--- src/rtl/spiker_frame_loader.sv ---
// -----------------------------------------------------------------------------
// spiker_frame_loader
//
// Upstream stage of the spike reader path. Collects a spike frame arriving as
// a stream of WIDTH-bit words (valid/ready) into one N_SPIKES-wide vector and
// presents it to the spike reader (valid/ready). The frame is held stable
// until the reader consumes it. A frame whose last-word marker does not line
// up with the final slot is dropped and flagged with a one-cycle err_o pulse.
//
// Optional feature (macro SPIKER_FRAME_LOADER_POPCOUNT_EN):
//   defined   - spike_count_o carries the number of set spikes in the frame
//   undefined - spike_count_o is tied to zero, no popcount logic is built
//
// Ports:
//   clk_i          clock, all logic on the rising edge
//   rst_i          synchronous active-high reset
//   word_valid_i   input word valid
//   word_ready_o   loader can accept a word (registered)
//   word_data_i    spike word; bit j of word k is spike k*WIDTH+j
//   word_last_i    marks the final word of a frame
//   frame_o        assembled frame
//   frame_valid_o  frame_o holds a complete frame
//   frame_ready_i  reader consumes the frame
//   err_o          one-cycle pulse on a frame-length error
//   spike_count_o  number of set bits in frame_o
// -----------------------------------------------------------------------------
module spiker_frame_loader #(
    parameter  int WIDTH    = 32,
    parameter  int N_SPIKES = 784,
    localparam int N_WORDS  = (N_SPIKES + WIDTH - 1) / WIDTH,
    localparam int CNT_W    = $clog2(N_SPIKES + 1)
) (
    input  logic                clk_i,
    input  logic                rst_i,
    input  logic                word_valid_i,
    output logic                word_ready_o,
    input  logic [WIDTH-1:0]    word_data_i,
    input  logic                word_last_i,
    output logic [N_SPIKES-1:0] frame_o,
    output logic                frame_valid_o,
    input  logic                frame_ready_i,
    output logic                err_o,
    output logic [CNT_W-1:0]    spike_count_o
);

    localparam int             WC_W     = (N_WORDS > 1) ? $clog2(N_WORDS) : 1;
    localparam logic [WC_W-1:0] LAST_IDX = WC_W'(N_WORDS - 1);

    localparam logic [0:0] ST_FILL = 1'b0;
    localparam logic [0:0] ST_HOLD = 1'b1;

    logic [0:0]          state_r;
    logic                word_ready_r;
    logic                err_r;
    logic [WC_W-1:0]     word_cnt_r;
    logic [N_SPIKES-1:0] frame_r;

    logic accept_s;
    logic last_slot_s;
    logic len_err_s;
    logic write_s;
    logic done_s;
    logic release_s;

    // Handshake decode: a word is good only if its last marker matches the slot.
    always_comb begin
        accept_s    = word_valid_i && word_ready_r;
        last_slot_s = (word_cnt_r == LAST_IDX);
        len_err_s   = accept_s && (word_last_i != last_slot_s);
        write_s     = accept_s && !len_err_s;
        done_s      = write_s && last_slot_s;
        release_s   = (state_r == ST_HOLD) && frame_ready_i;
    end

    // FILL/HOLD control, slot counter, ready and error pulse.
    always_ff @(posedge clk_i) begin
        if (rst_i) begin
            state_r      <= ST_FILL;
            word_ready_r <= 1'b0;
            err_r        <= 1'b0;
            word_cnt_r   <= '0;
        end else begin
            err_r <= len_err_s;
            case (state_r)
                ST_FILL: begin
                    // Ready rises the cycle after reset and drops after the final word.
                    word_ready_r <= !done_s;
                    if (done_s) begin
                        state_r    <= ST_HOLD;
                        word_cnt_r <= '0;
                    end else if (len_err_s) begin
                        word_cnt_r <= '0;
                    end else if (write_s) begin
                        word_cnt_r <= word_cnt_r + {{(WC_W-1){1'b0}}, 1'b1};
                    end
                end
                ST_HOLD: begin
                    word_ready_r <= release_s;
                    word_cnt_r   <= '0;
                    if (release_s) begin
                        state_r <= ST_FILL;
                    end
                end
                default: begin
                    state_r      <= ST_FILL;
                    word_ready_r <= 1'b0;
                    word_cnt_r   <= '0;
                end
            endcase
        end
    end

    // Frame assembly: each spike bit is loaded when its word's slot is written.
    // Bits of the last word beyond N_SPIKES have no storage and are discarded.
    always_ff @(posedge clk_i) begin
        if (rst_i) begin
            frame_r <= '0;
        end else if (write_s) begin
            for (int i = 0; i < N_SPIKES; i++) begin
                if (word_cnt_r == WC_W'(i / WIDTH)) begin
                    frame_r[i] <= word_data_i[i % WIDTH];
                end
            end
        end
    end

`ifdef SPIKER_FRAME_LOADER_POPCOUNT_EN
    localparam int               LAST_BITS = N_SPIKES - (N_WORDS - 1) * WIDTH;
    localparam logic [WIDTH-1:0] LAST_MASK = {WIDTH{1'b1}} >> (WIDTH - LAST_BITS);

    logic [CNT_W-1:0] count_r;
    logic [CNT_W-1:0] word_pop_s;

    function automatic logic [CNT_W-1:0] popcount(input logic [WIDTH-1:0] w);
        logic [CNT_W-1:0] acc;
        acc = '0;
        for (int j = 0; j < WIDTH; j++) begin
            acc = acc + CNT_W'(w[j]);
        end
        return acc;
    endfunction

    // Popcount of the incoming word, masked to valid spikes on the last slot.
    always_comb begin
        if (last_slot_s) begin
            word_pop_s = popcount(word_data_i & LAST_MASK);
        end else begin
            word_pop_s = popcount(word_data_i);
        end
    end

    // Spike count accumulator: restarts on slot 0, cleared on a length error.
    always_ff @(posedge clk_i) begin
        if (rst_i) begin
            count_r <= '0;
        end else if (len_err_s) begin
            count_r <= '0;
        end else if (write_s) begin
            if (word_cnt_r == '0) begin
                count_r <= word_pop_s;
            end else begin
                count_r <= count_r + word_pop_s;
            end
        end
    end

    assign spike_count_o = count_r;
`else
    assign spike_count_o = {CNT_W{1'b0}};
`endif

    assign word_ready_o  = word_ready_r;
    assign frame_valid_o = (state_r == ST_HOLD);
    assign err_o         = err_r;
    assign frame_o       = frame_r;

endmodule

--- config.mk ---
export PLATFORM = sky130hd
export DESIGN_NAME = spiker_frame_loader
export DESIGN_NICKNAME = d
export VERILOG_FILES = /design/src/rtl/spiker_frame_loader.sv
export SDC_FILE = /design/constraint.sdc
export NUM_CORES = 2
export LEC_CHECK = 0
export CAP_MARGIN = 20
export CORE_MARGIN = 2
export CORE_UTILIZATION = 25
export CTS_BUF_LIST = sky130_fd_sc_hd__clkbuf_4 sky130_fd_sc_hd__clkbuf_8
export CTS_CLUSTER_SIZE = 20
export DETAILED_ROUTE_END_ITERATION = 7
export HOLD_SLACK_MARGIN = 0.12
export SETUP_SLACK_MARGIN = 0.05
export SLEW_MARGIN = 30
export SYNTH_ARGS = -nofsm -noshare
export SYNTH_HDL_FRONTEND = slang
export SYNTH_SLANG_ARGS = --single-unit
--- constraint.sdc ---
create_clock -name clk_i -period 4.1 [get_ports clk_i]
set_clock_uncertainty 0.05 [all_clocks]
set_input_delay 0.615 -clock clk_i [delete_from_list [all_inputs] [get_ports clk_i]]
set_output_delay 0.615 -clock clk_i [all_outputs]
set_load 0.01 [all_outputs]
==> results.toml <==
[layout]
syn2layout_area_growth_pct = 42.0
multi_input_area_sq_mm = 0.0137
layout.nets = 3575
drive_gt1_frac = 0.100
ff_latch_area_sq_mm = 0.0159
finish.utilization = 0.357
instances_no_fill = 5260
fillerInstances = 12100

[route]
vias = 22400
dr.first_iter.drc_count = 1298
dr.pass1.iters = 4
wl_per_cell_um = 22.4
drt-vias-per-instance = 4.27
routed_wl_um = 118000
route.detailed.drc = 0
antenna_left = 0

[logic_synthesis]
synth_cell_types = 35
yosysMostFrequentCell = "nand2b_1"
ys_ff_latch = 792
syn_area_sq_mm = 0.0306
synth_edf_count = 0
async_reset_ff_frac = 0
yosys_warnings = 0
synthFlopType = "dfxtp_1"
synth_area_leaders = "dfxtp_1 52%, mux2i_1 25%, nand2b_1 16%, clkbuf_1 2.0%, buf_2 1.0%"
synth_top_area_share = 0.518
ys_top_cells_by_count = "801 x nand2b_1, 792 x dfxtp_1, 768 x mux2i_1"
synthCells = 2747
yosysSeqAreaShare = 0.518
synth_area_leader_cell = "dfxtp_1"
synth_area_per_cell_sq_um = 11.1

[floorplan]
initial_core_util = 0.252
chipHeight_um = 354
core_area_sq_mm = 0.122
die_x_um = 354
rows = 128
die-area_sq_mm = 0.125
ioPinCount = 834

[timing]
finalHoldViolCount = 0
finalSetupViolCount = 0
fin_crit_sh = 0.781
relSlewSlack = 0.218
min_period_ns = 3.20
rsz0062_at_grt = "no"
drv_slew = 0
worst_slew_pin_slew_ns = 1.17
fmax_ghz = 0.312
setup_tns_ns = 0

[placed_design]
port_buffers = 823
placed_cells = 5009
gp_congestion = 0.773
hpwl_um = 77400

[global_route]
grt_pass1_vias = 22900
grt_overflow = 0
antenna_found_initial = 9
grt_max_degree = 244
grtUsageTotal = 0.182
grt_pass1_wl_um = 167000

[critical_path]
rr_endpoint = "frame_o[502]"
start_kind = "flop"
path_cells = "and4b_1, mux2_2, buf_4, mux2i_1"
slowest_stage = "dfxtp_1"
cp-startpoint = "word_cnt_r[3]"
critPathKind = "reg2reg"
slowest_delay_ns = 0.90
crit_fanout = 32
ff2ff_path_depth = 4
end_kind = "flop"
cp.arrival_ns = 3.89
reg2reg_slack_ns = 0.90
worstPathRequired_ns = 4.79
crit_path_end = "frame_o[502]"
r2r_start = "word_cnt_r[3]"

[power_and_ir_drop]
p_leak_uw = 0.0199
max-vdd-ir-drop_mv = 0.301
p_per_area_mw_per_mm2 = 371

[flow_run]
drv_cap = 0

[clock_tree]
cts_tree = "done"
h-tree-depth = 4
clock_latency_ns = 0.86
cts_root_buf = "clkbuf_8"
clk_pin_slew_ns = 0.06
cts_max_path_buffers = 3
clock_sinks = 792
cts_made_buffers = 145
post_cts_resized = 0

[min_path]
min_path_type = "in2reg"

[outcome]
status = "finished clean"
## repair_timing
action,CTS,global route
hold buffers,1,0
setup buffers,0,0
hold endpoints to repair,12,0
## cells by family after synthesis
kind of cell               after synthesis  share of synthesized area
AOI/OAI and AO/OA                       39                    0.00641
xor gates and xnor gates                 1                   0.000286
adders and majority gates                5                    0.00204
buffers and inverters                  265                     0.0398
DFF                                    792                      0.518
muxes                                  769                      0.251
other                                    1                   0.000122
and+or+nand+nor                        875                      0.182
## where the power goes
part           leakage, uW  internal (uW)  switching, uW
sequential         0.00638           7710           9.64
clock              0.00156           4340           3400
combinational       0.0120            239            434
## per-stage QoR
step	hold slack (ns)	power, uW	area (sq um)	setup WS, ns
final	0.333	16100	43500	0.898
after global routing	0.246	16800	43500	0.736
after CTS	0.188	16400	43500	0.942
after detailed placement	0.412	8580	40500	0.664
after global placement	0.408	8580	40500	0.683
after floorplan	0.438	8240	30700	2.13
## worst min path at each step
stage	from	end	slack, ns	depth (start not counted)
after detailed placement	frame_o[81]	frame_o[81]	0.41	2
after floorplan	word_cnt_r[1]	word_cnt_r[1]	0.44	2
after CTS	word_data_i[3]	frame_o[771]	0.19	3
after global routing	word_data_i[3]	frame_o[771]	0.25	3
final	word_data_i[3]	frame_o[771]	0.33	3
after global placement	frame_o[76]	frame_o[76]	0.41	2
## layout by cell type, fill, tap and decap left out, types with 3 or more instances in the layout
master / n
a21oi_1: 21
and3b_1: 3
buf_12: 14
buf_4: 53
clkbuf_4: 49
clkbuf_8: 172
clkdlybuf4s50_1: 822
clkinv_2: 9
clkinvlp_4: 5
conb_1: 10
dfxtp_1: 791
diode_2: 6
ha_1: 5
inv_1: 3
inv_6: 3
inv_8: 3
mux2i_1: 768
nand2_1: 5
nand2b_1: 774
nand2b_2: 25
nand3_1: 19
nand3_2: 12
nand3b_1: 4
nand4_4: 7
nand4b_1: 4
nor2b_1: 6
o21ai_0: 17
## critical path, delay by kind of cell, from the launching register on
| kind | cells | cell delay (ns) |
|---|---|---|
| multiplexers | 2 | 0.55 |
| flip-flops | 1 | 0.90 |
| buffers and inverters | 1 | 0.59 |
| AND/OR/NAND/NOR | 1 | 0.87 |
## area by class of cell
cell class,instances,area share
clock inverters,23,0.00486
diodes,6,0.000345
multi-input cells,1699,0.315
well taps,1625,0.0467
repair buffers,892,0.206
clock buffers,220,0.0626
flip-flops and latches,792,0.364
inverters,3,0.000259
## metal layers
| layer | part of all wire | track usage | vias up |
|---|---|---|---|
| met5 | 0 | 0 | - |
| met4 | 0.026 | 0.0562 | 0 |
| met1 | 0.42 | 0.216 | 10900 |
| met2 | 0.48 | 0.305 | 784 |
| met3 | 0.082 | 0.0694 | 158 |
| li1 | - | - | 10600 |
## registers in the layout, indices dropped and copies added (netlist names)
signal and cells:
frame_o 784, word_cnt_r 5, err_o 1, frame_valid_o 1, word_ready_o 1
Power figures use the tool's default switching activity.
